$ cat src/rtl/systolic_a_seq_if.sv
// rtl/systolic_a_seq_if.sv - host-side row load handshake for the A-row sequencer
interface systolic_a_seq_if #(
    parameter int BITS_AB = 32,
    parameter int DIM     = 8
);
    localparam int ROW_W = $clog2(DIM);

    logic                      in_valid;
    logic                      in_ready;
    logic [ROW_W-1:0]          in_row;
    logic signed [BITS_AB-1:0] in_data [DIM];

    modport master (output in_valid, in_row, in_data, input in_ready);
    modport slave  (input in_valid, in_row, in_data, output in_ready);
endinterface

$ cat src/rtl/systolic_a_seq.sv
// rtl/systolic_a_seq.sv - A-side row-memory load/drain sequencer
module systolic_a_seq #(
    parameter int BITS_AB = 32,
    parameter int DIM     = 8,
    localparam int ROW_W  = $clog2(DIM),
    localparam int CNT_W  = $clog2(2 * DIM)
) (
    input  logic                      clk,
    input  logic                      rst_n,
    input  logic                      clr,
    systolic_a_seq_if.slave           ld,
    input  logic                      start,
    output logic                      wr_en,
    output logic [ROW_W-1:0]          wr_row,
    output logic signed [BITS_AB-1:0] wr_data [DIM],
    output logic                      shift_en,
    output logic [DIM-1:0]            loaded,
    output logic                      busy,
    output logic                      done,
    output logic                      start_err
);
    typedef enum logic [1:0] {LOAD, RUN, DONE} state_t;

    state_t           state, state_nxt;
    logic [CNT_W-1:0] cnt, cnt_nxt;
    logic             accept, row_ok, row_wr, in_load, start_ok, start_bad;

    assign in_load     = (state == LOAD) && !clr;
    assign ld.in_ready = in_load;
    assign accept      = ld.in_valid && in_load;
    assign row_wr      = accept && row_ok;

    // A start is only honoured with every row present and no row competing for the cycle
    assign start_ok  = in_load && start && !ld.in_valid && (&loaded);
    assign start_bad = in_load && start && (ld.in_valid || !(&loaded));

    generate
        if ((1 << ROW_W) == DIM) begin : g_pow2
            assign row_ok = 1'b1;
        end else begin : g_npow2
            assign row_ok = ({1'b0, ld.in_row} < (ROW_W + 1)'(DIM));
        end
    endgenerate

    assign shift_en = (state == RUN);
    assign busy     = (state != LOAD);
    assign done     = (state == DONE);

    always_comb begin
        state_nxt = state;
        cnt_nxt   = cnt;
        if (clr) begin
            state_nxt = LOAD;
            cnt_nxt   = '0;
        end else begin
            case (state)
                LOAD: if (start_ok) begin
                    state_nxt = RUN;
                    cnt_nxt   = CNT_W'(2 * DIM - 1);
                end
                RUN: begin
                    cnt_nxt = cnt - 1'b1;
                    if (cnt == CNT_W'(1)) state_nxt = DONE;
                end
                DONE:    state_nxt = LOAD;
                default: state_nxt = LOAD;
            endcase
        end
    end

    always_ff @(posedge clk or negedge rst_n) begin
        if (!rst_n) begin
            state     <= LOAD;
            cnt       <= '0;
            wr_en     <= 1'b0;
            wr_row    <= '0;
            start_err <= 1'b0;
            loaded    <= '0;
            for (int k = 0; k < DIM; k++) wr_data[k] <= '0;
        end else begin
            state     <= state_nxt;
            cnt       <= cnt_nxt;
            wr_en     <= row_wr;
            start_err <= start_bad;
            if (row_wr) begin
                wr_row  <= ld.in_row;
                wr_data <= ld.in_data;
            end
            if (clr || state == DONE) loaded <= '0;
            else if (row_wr)          loaded[ld.in_row] <= 1'b1;
        end
    end
endmodule

$ cat src/flat_wrapper.sv
// flat-port wrapper written by rule: the top's interface ports become plain ports
module systolic_a_seq_flat 
#(
    parameter int BITS_AB = 32,
    parameter int DIM     = 8,
    localparam int ROW_W  = $clog2(DIM),
    localparam int CNT_W  = $clog2(2 * DIM)
)
  (clk, rst_n, clr, start, wr_en, wr_row, wr_data, shift_en, loaded, busy, done, start_err, ld_in_valid, ld_in_row, ld_in_data, ld_in_ready);
  systolic_a_seq_if #(.BITS_AB(BITS_AB), .DIM(DIM)) ld_i ();
  input  logic clk;
  input  logic rst_n;
  input  logic clr;
  input  logic start;
  output logic wr_en;
  output logic [ROW_W-1:0] wr_row;
  output logic signed [BITS_AB-1:0] wr_data[DIM];
  output logic shift_en;
  output logic [DIM-1:0] loaded;
  output logic busy;
  output logic done;
  output logic start_err;
  input wire logic [$bits(ld_i.in_valid)-1:0] ld_in_valid;
  input wire logic [$bits(ld_i.in_row)-1:0] ld_in_row;
  input wire logic [$bits(ld_i.in_data)-1:0] ld_in_data;
  output wire logic [$bits(ld_i.in_ready)-1:0] ld_in_ready;
  assign ld_i.in_valid = ld_in_valid;
  assign ld_i.in_row = ld_in_row;
  assign ld_i.in_data = {>>{ld_in_data}};
  assign ld_in_ready = ld_i.in_ready;
  systolic_a_seq #(.BITS_AB(BITS_AB), .DIM(DIM)) u_core (.clk(clk), .rst_n(rst_n), .clr(clr), .ld(ld_i), .start(start), .wr_en(wr_en), .wr_row(wr_row), .wr_data(wr_data), .shift_en(shift_en), .loaded(loaded), .busy(busy), .done(done), .start_err(start_err));
endmodule
$ cat config.mk
export PLATFORM = sky130hd
export DESIGN_NAME = systolic_a_seq_flat
export DESIGN_NICKNAME = d
export VERILOG_FILES = /design/src/rtl/systolic_a_seq_if.sv /design/src/rtl/systolic_a_seq.sv /design/src/flat_wrapper.sv
export SDC_FILE = /design/constraint.sdc
export NUM_CORES = 1
export LEC_CHECK = 0
export CELL_PAD_IN_SITES_DETAIL_PLACEMENT = 0
export CELL_PAD_IN_SITES_GLOBAL_PLACEMENT = 2
export CORE_ASPECT_RATIO = 1.5
export CORE_UTILIZATION = 23
export DETAILED_ROUTE_END_ITERATION = 10
export PLACE_DENSITY = 0.89
export SETUP_SLACK_MARGIN = 0.02
export SYNTH_ARGS = -nofsm -noshare
export SYNTH_HDL_FRONTEND = slang
export SYNTH_SLANG_ARGS = --single-unit
$ cat constraint.sdc
create_clock -name clk -period 1.9 [get_ports clk]
set_clock_uncertainty 0.2 [all_clocks]
set_input_delay 0.57 -clock clk [delete_from_list [all_inputs] [get_ports clk]]
set_output_delay 0.57 -clock clk [all_outputs]
set_load 0.005 [all_outputs]
-- Yosys cells after proc, flatten, opt, wreduce, memory -nomap -nowiden
Index checks and enable logic that the tools add are counted.
W data, S select, Z words.
- add/subtract/negate cells: 1
- order comparisons: 2
- equality and inequality tests: 5
- muxes and demuxes: 11
- bitwise logic cells: 1
- reduce and logical (&&, ||, !) cells: 19
- operators with widths (cell ; count):
    $mux W8 ; 2
    $mux W4 ; 2
    $or A8 B8 Y8 ; 1
    $pmux W4 S2 ; 1
    $reduce_and A8 Y1 ; 1
    $logic_and A1 B1 Y1 ; 7
    $mux W2 ; 3
    $ne A3 B2 Y1 const B ; 2
    $eq A4 B1 Y1 const B ; 1
    $lt A3 B4 Y1 const B ; 1
    $pmux W2 S2 ; 1
    $reduce_and A2 Y1 ; 2
    $reduce_bool A2 Y1 ; 2
    $sub A4 B1 Y4 const B ; 1
    $demux W1 S3 ; 1
    $ge A3 B1 Y1 const B ; 1
    $logic_not A1 Y1 ; 3
    $reduce_bool A3 Y1 ; 1
    $eq A2 B1 Y1 const B ; 1
    $eq A2 B2 Y1 const B ; 1
    $logic_not A2 Y1 ; 1
    $logic_or A1 B1 Y1 ; 2
    $mux W1 ; 1
- register bits: 275
- input port bits: 264

-- Logic depth before layout (Yosys ltp)
Gate-level depths: netlist (run 1).
- word-level depth: 8
- depth in mapped cells: 6

-- Least setup slack after synthesis (run 1)
OpenSTA, ideal clock, no wires.
- path type: input -> register
- start point: in clr
- end point: reg u_core.wr_data[100] (netlist bit)
- arrival time: 1825 ps
- slack: -250 ps
- cell stages on the path: 5
- path buffers: 3
- cell sequence: buf_2 > nor4b_4 > buf_2 > buf_4 > mux2_2
- longest elaborated chain between the ends: 3
- RTL lines (item ; RTL line ; RTL):
    from (decl) ; flat_wrapper.sv:13 ; input logic clr;
    $logic_not A1 Y1 ; systolic_a_seq.sv:28 ; assign in_load = (state == LOAD) && !clr;
    $logic_and A1 B1 Y1 ; systolic_a_seq.sv:28 ;
    $logic_and A1 B1 Y1 ; systolic_a_seq.sv:30 ; assign accept = ld.in_valid && in_load;
    to (signal assigned) ; systolic_a_seq.sv:87 ; wr_data <= ld.in_data;
    to (decl) ; systolic_a_seq.sv:15 ; output logic signed [BITS_AB-1:0] wr_data [DIM],
Every way passes these cells.
A chain may end at the register's enable or synchronous reset.

-- Worst setup path in the final report (run 1)
- start point: reg u_core.state[1]
- end point: out ld_in_ready
- longest elaborated chain between the ends: 2
- RTL lines (item ; RTL line ; RTL):
    from (decl) ; systolic_a_seq.sv:24 ; state_t state, state_nxt;
    from (signal assigned) ; systolic_a_seq.sv:81 ; state <= state_nxt;
    $logic_not A2 Y1 ; systolic_a_seq.sv:28 ;
    $logic_and A1 B1 Y1 ; systolic_a_seq.sv:28 ;
    to (decl) ; flat_wrapper.sv:26 ; output wire logic [$bits(ld_i.in_ready)-1:0] ld_in_ready;
Every way passes these cells.

==> results of run 1 <==
==> logic make-up (layout without fill, tap and decap cells) <==
family | after synthesis | in the layout
AND/OR/NAND/NOR | 32 | 32
other | 0 | 1
adder cells (fa/ha/maj) | 2 | 2
flip-flops | 275 | 275
multiplexers | 260 | 260
AO/OA/AOI/OAI | 19 | 19
buffers and inverters | 38 | 759
==> synthesized netlist by cell type (2+ instances only) <==
master and number:
o31a_1 2, nor2_1 11, clkbuf_1 2, a311oi_1 2, a2111oi_0 2, nor3_1 3, and3_1 2, ha_1 2
a31oi_1 7, mux2_2 259, inv_1 5, nor2b_1 5, dfrtp_1 275, a41oi_1 2, buf_2 8, or2_2 2
buf_4 22
==> layer usage <==
metal  GRT usage  wire [µm]
met5           0          0
met4     0.05734       1296
met3     0.03472       2397
met2      0.2805      19980
met1      0.1515      12720
==> power groups by stage <==
stage,logic (mW),clock network [mW],registers (mW)
final,3.70,5.76,7.14
after global routing,3.94,6.22,7.23
after CTS,3.28,5.97,7.13
after detailed placement,3.74,0,7.26
after global placement,3.69,0,7.23
after floorplan,0.951,0,7.24
==> registers in the layout, indices dropped and copies added (netlist names) <==
| register | count |
|---|---|
| u_core.loaded | 8 |
| u_core.start_err | 1 |
| u_core.cnt | 4 |
| u_core.wr_row | 3 |
| u_core.wr_en | 1 |
| u_core.state | 2 |
| u_core.wr_data | 256 |
==> area by class of cell <==
| cell class | count | area [µm²] |
|---|---|---|
| clock inverter | 15 | 193.9 |
| clock buffer | 36 | 760.7 |
| inverter | 5 | 18.77 |
| antenna | 1 | 2.502 |
| timing repair buffer | 703 | 5828 |
| sequential | 275 | 6884 |
| tap | 582 | 728.2 |
| multi-input combinational | 313 | 3820 |
| fill | 4217 | 26460 |
==> repair_timing <==
action | 4_1_cts | 5_1_grt
buffers inserted | 49 | 56
hold buffers | 1 | 0
setup endpoints to repair | 540 | 486
pin swaps | 1 | 13
hold endpoints to repair | 26 | 0
resized for setup | 1169 | 114
cloned | 5 | 7
==> cells in the final DEF (no fill, tap or decap), drive strengths merged, types with 2 or more instances in the layout <==
master         synthesis  layout
nor2b                  5       5
dfrtp                275     275
bufinv                 0       4
a2111oi                2       2
and3                   2       2
a31oi                  7       7
inv                    5       6
nor2                  11      11
mux2                 259     259
o31a                   2       2
buf                   31     432
clkbuf                 2      44
clkdlybuf4s50          0     261
or2                    2       2
clkinv                 0      10
ha                     2       2
a41oi                  2       2
nor3                   3       3
a311oi                 2       2
==> worst max path at each step <==
stage | from | to | cells past startpoint
2_1_floorplan | clr | u_core.wr_data[103]$_DFFE_PN0P_ | 5
3_5_place_dp | clr | u_core.wr_data[227]$_DFFE_PN0P_ | 6
3_3_place_gp | clr | u_core.wr_data[179]$_DFFE_PN0P_ | 6
6_report | u_core.state[1]$_DFFE_PN0P_ | ld_in_ready | 3
5_1_grt | u_core.state[1]$_DFFE_PN0P_ | ld_in_ready | 3
4_1_cts | u_core.state[0]$_DFFE_PN0P_ | ld_in_ready | 3
==> worst reg2reg max path: stages, from the launching register on <==
cell	delay, ns
dfrtp_2	0.44
buf_6	0.13
buf_6	0.11
nor4b_4	0.28
buf_4	0.21
buf_12	0.16
buf_12	0.18
mux2_2	0.37
==> through the flow <==
| step | worst slack [ns] | setup TNS, ns | instance area (µm²) | power (mW) |
|---|---|---|---|---|
| after global routing | -0.3754 | -83.99 | 18230 | 17.39 |
| after CTS | -0.3612 | -69.86 | 17270 | 16.38 |
| after global placement | -0.8208 | -207.41 | 16840 | 10.91 |
| after detailed placement | -0.8524 | -211.80 | 16840 | 10.99 |
| final | -0.3117 | -64.94 | 18240 | 16.59 |
| after floorplan | -0.1623 | -35.65 | 10470 | 8.193 |
==> flow_summary_export.csv, run 1 <==
group,metric,value,unit
synthesis,yosys.area_share.simple,0.01863,
detailed_routing,wl,36.38,mm
synthesis,syn_nets,892,
floorplan,initial_utilization,0.2329,
status,status,"complete, but fails checks",
global_route,grt_max_degree,41,
worst_setup_path,required,1.13,ns
placed_design,dp_hpwl,26.10,mm
timing,worstMarginPinSlew,0.3660,ns
clock_tree,cts_tree,"yes",
detailed_routing,viasPerCell,4.171,
clock_tree,htreeDepth,1,
detailed_routing,vias,8050,
status,violations,"setup timing",
timing,fin_ws,-0.3117,ns
synthesis,synth_largest_area_cell,"dfrtp_1",
clock_tree,numCtsBuffers,28,
detailed_routing,dr.first_iter.drc_count,196,
worst_setup_path,reg2reg_from,"u_core.state[1]$_DFFE_PN0P_",
placed_design,place_congestion,0.8362,
placed_design,dp.cells,1764,
finish,nNetsFinal,1592,
global_route,grt_pass1_vias,8686,
timing,rsz0062_at_grt,"yes",
synthesis,synthTopCellsByArea,"dfrtp_1 (66%), mux2_2 (28%), buf_4 (1.6%)",
worst_setup_path,crit_chain,"buf_6 -> nor3_4 -> buf_2",
pwr,peakVddDrop,686.9,µV
floorplan,num_rows,95,
clock_tree,clock_latency,0.56,ns
detailed_routing,drtPass1Iterations,4,
synthesis,synthFlopType,"dfrtp_1",
floorplan,die_y,262.6,µm
hold_path,holdCritPathClass,"in2reg",
timing,slew_headroom,0.7497,
pwr,power_leakage,8.473,nW
floorplan,num_io_pins,537,
worst_setup_path,critPathTopFamily,"flip-flops",
synthesis,synth_top_area_frac,0.6611,
synthesis,ys_seq_area_frac,0.6611,
pwr,intPower,12.48,mW
hold_path,hold_start,"clr",
worst_setup_path,crit_type,"reg2out",
placed_design,numPortBuffers,536,
timing,finalMaxSlewViolations,0,
synthesis,netlist_area,10410,µm²
synthesis,ys_warn_count,0,
hold_path,holdPathEnd,"u_core.state[1]$_DFFE_PN0P_",
pwr,swShare,0.2480,
worst_setup_path,slowest_delay,0.44,ns
worst_setup_path,startpoint_type,"register",
pwr,p_seq_frac,0.430,
synthesis,synth_compound_area_frac,0.01418,
synthesis,synthArstFlopShare,1.000,
synthesis,synth_xor_area_frac,0,
timing,timing.final.crit_share,1.164,
worst_setup_path,crit_path_max_fanout,4,
synthesis,synth_top_family_by_area,"multiplexers",
global_route,antenna_found_initial,0,
pwr,switching_power,4.115,mW
detailed_routing,wl_per_cell,18.85,µm
clock_tree,clk_pin_slew_worst_paths,0.06,ns
global_route,grtUsageTotal,0.1471,
pwr,pwr-share-comb,0.223,
worst_setup_path,arrival,1.44,ns
worst_setup_path,r2r-end,"u_core.wr_data[164]$_DFFE_PN0P_",
floorplan,core,44690,µm²
clock_tree,cts.sinks,275,
timing,clock.fmax,452.2,MHz
synthesis,synthAdderAreaFrac,0.002404,
pwr,p_per_area,909.8,nW/µm²
synthesis,synth_cell_types,32,
clock_tree,clockBufferDepth,3,
worst_setup_path,ff2ff_path_depth,7,
clock_tree,root_buffer,"clkbuf_16",
timing,finalSetupViolations,276,
pwr,clkPwrFrac,0.347,
run,drv_cap,0,
finish,area_growth,75.18,%
detailed_routing,route.antenna.remaining_nets,0,
worst_setup_path,critical_path.slowest_cell,"dfrtp_2",
synthesis,synth-seq-cells,275,
finish,fin_cells,1930,
worst_setup_path,critical_path_buf_inv_count,2,
synthesis,synthMuxAreaShare,0.2811,
global_route,grt_pass1_wl,52.41,mm
synthesis,postSynthCellCount,626,
synthesis,avgSynthCellArea,16.63,µm²
hold_path,hold_depth,3,
timing,hold_viol_final,0,
global_route,overflow,0,
timing,whs,0.2804,ns
synthesis,synth_edf_count,0,
timing,fin_crit,2.212,ns
finish,drive_above_1_share,0.5627,
floorplan,die_x,175.7,µm
detailed_routing,drc,0,
finish,fin_util,0.4080,
worst_setup_path,reg2reg_slack,-0.31,ns
worst_setup_path,end_kind,"output pin",
floorplan,die-area,46130,µm²
(Power assumes the default switching activity.)
==> run 2: changes to the inputs <==
- CORE_UTILIZATION: 23 -> 24
- CTS_BUF_LIST: not set -> sky130_fd_sc_hd__clkbuf_2 sky130_fd_sc_hd__clkbuf_4 sky130_fd_sc_hd__clkbuf_8
- PLACE_DENSITY: 0.89 -> 0.86
==> flow_summary_export.csv, run 2 (synthesis results as in run 1) <==
group,metric,value,unit
floorplan,num_rows,93,
clock_tree,cts.sinks,275,
worst_setup_path,startpoint_type,"register",
global_route,grt_busiest_layer,"met2",
status,violations,"setup timing",
clock_tree,clockBufferDepth,3,
timing,slew_headroom,0.7467,
timing,finalSetupViolations,274,
clock_tree,htreeDepth,2,
clock_tree,cts_tree,"yes",
finish,area_growth,86.47,%
global_route,grt_pass1_vias,8944,
floorplan,num_io_pins,537,
clock_tree,root_buffer,"clkbuf_8",
worst_setup_path,cpMostUsedCell,"buf_12",
pwr,p_per_area,876.9,nW/µm²
detailed_routing,wl_per_cell,19.46,µm
global_route,grt_use_met3,0.04414,
global_route,grt_max_degree,56,
global_route,use_met2,0.2918,
finish,largest_reg_flops,256,
worst_setup_path,end_kind,"register",
timing,hold_viol_final,0,
worst_setup_path,required,2.13,ns
placed_design,dp.cells,1752,
worst_setup_path,arrival,2.48,ns
finish,drive_above_1_share,0.5899,
timing,worstMarginPinSlew,0.3800,ns
global_route,antenna_found_initial,2,
global_route,met1_usage,0.1635,
status,status,"complete, but fails checks",
finish,largest_register,"u_core.wr_data",
worst_setup_path,reg2reg_slack,-0.35,ns
floorplan,die-area,44230,µm²
clock_tree,numCtsBuffers,45,
timing,rsz0062_at_grt,"yes",
worst_setup_path,crit_path_max_fanout,6,
detailed_routing,vias,8431,
floorplan,die_y,257.1,µm
global_route,grt_pass1_wl,53.28,mm
global_route,overflow,0,
detailed_routing,dr.first_iter.drc_count,335,
run,drv_cap,0,
finish,fin_cells,2001,
floorplan,core,42820,µm²
placed_design,numPortBuffers,536,
timing,fin_ws,-0.3467,ns
timing,clock.fmax,445.1,MHz
finish,reg_top3,"u_core.wr_data: 256 flops, u_core.loaded: 8 flops, u_core.cnt: 4 flops",
hold_path,holdCritPathClass,"in2async",
finish,final_common_cell,"dfrtp_1",
floorplan,initial_utilization,0.2431,
worst_setup_path,reg2reg_from,"u_core.state[1]$_DFFE_PN0P_",
pwr,power_leakage,9.263,nW
placed_design,dp_hpwl,25.66,mm
timing,finalMaxSlewViolations,0,
worst_setup_path,ff2ff_path_depth,9,
pwr,peakVddDrop,665.9,µV
finish,most-common-layout-cells,"dfrtp_1 (273), clkdlybuf4s50_1 (261), buf_2 (256), mux2_4 (208), buf_4 (143)",
worst_setup_path,crit_chain,"buf_6 -> buf_4 -> nor4b_4 -> buf_6 -> buf_12 -> buf_12 -> buf_12 -> buf_16 -> mux2_4",
clock_tree,clk_pin_slew_worst_paths,0.06,ns
pwr,p_total,17.02,mW
detailed_routing,viasPerCell,4.213,
worst_setup_path,critical_path.slowest_cell,"dfrtp_2",
global_route,grtUsageTotal,0.1597,
worst_setup_path,slowest_delay,0.44,ns
detailed_routing,route.antenna.remaining_nets,0,
detailed_routing,wl,38.95,mm
placed_design,place_congestion,0.7941,
finish,nNetsFinal,1660,
timing,timing.final.crit_share,1.182,
timing,fin_crit,2.247,ns
floorplan,die_x,172.1,µm
worst_setup_path,crit_type,"reg2reg",
clock_tree,clock_latency,0.55,ns
detailed_routing,drc,0,
worst_setup_path,r2r-end,"u_core.wr_row[0]$_DFFE_PN0P_",
detailed_routing,drtPass1Iterations,6,
==> run 2: power breakdown <==
group	internal [mW]	leakage [nW]	switching (mW)	total, mW
Combinational	2.82	5.47	1.40	4.23
Clock	3.21	0.533	2.45	5.66
Sequential	6.68	3.26	0.452	7.13
==> run 2: layout make-up <==
cell class | count | area [µm²]
clock inverter | 9 | 72.57
clock buffer | 73 | 923.4
timing repair buffer | 754 | 6675
antenna | 2 | 5.005
sequential | 275 | 6884
inverter | 5 | 18.77
tap | 570 | 713.2
multi-input combinational | 313 | 4119
fill | 4004 | 23410
==> run 2: worst max path at each step <==
stage | depth (start not counted) | from | endpoint | slack (ns)
finish | 9 | u_core.state[1]$_DFFE_PN0P_ | u_core.wr_row[0]$_DFFE_PN0P_ | -0.35
global placement | 6 | clr | u_core.wr_data[28]$_DFFE_PN0P_ | -0.83
global route | 9 | u_core.state[1]$_DFFE_PN0P_ | u_core.wr_data[26]$_DFFE_PN0P_ | -0.40
detailed placement | 6 | clr | u_core.wr_row[2]$_DFFE_PN0P_ | -0.88
CTS | 4 | u_core.state[1]$_DFFE_PN0P_ | shift_en | -0.39
floorplan | 5 | clr | u_core.wr_data[103]$_DFFE_PN0P_ | -0.16
==> run 2: through the flow <==
stage / hold slack, ns / worst slack [ns] / area (µm²) / util / setup TNS [ns]
CTS: 0.2034 / -0.3863 / 17740 / 0.4142 / -68.91
finish: 0.2581 / -0.3467 / 19410 / 0.4533 / -65.71
global route: 0.2393 / -0.4018 / 19410 / 0.4533 / -85.72
detailed placement: 0.2348 / -0.8827 / 16890 / 0.3945 / -221.57
floorplan: 0.07441 / -0.1623 / 10470 / - / -35.65
global placement: 0.2327 / -0.8276 / 16890 / 0.3945 / -211.66
==> run 2: metal layers <==
layer / up-vias / routed length (µm)
met5: - / 0
met4: 0 / 1550
met3: 80 / 2672
met2: 374 / 20580
met1: 4209 / 14150
li1: 3768 / -
==> run 2: worst max-delay path, delay by kind of cell (launching register included) <==
| kind | cells | cell delay (ns) |
|---|---|---|
| and+or+nand+nor | 1 | 0.27 |
| muxes | 1 | 0.30 |
| buffers and inverters | 7 | 0.89 |
| DFF | 1 | 0.44 |
==> run 2: repair_timing <==
item,4_1_cts,5_1_grt
pin swaps,4,2
cloned,10,18
hold buffers,1,0
hold endpoints to repair,110,0
resized for setup,1212,186
setup buffers,57,88
endpoints found under the setup margin,540,532
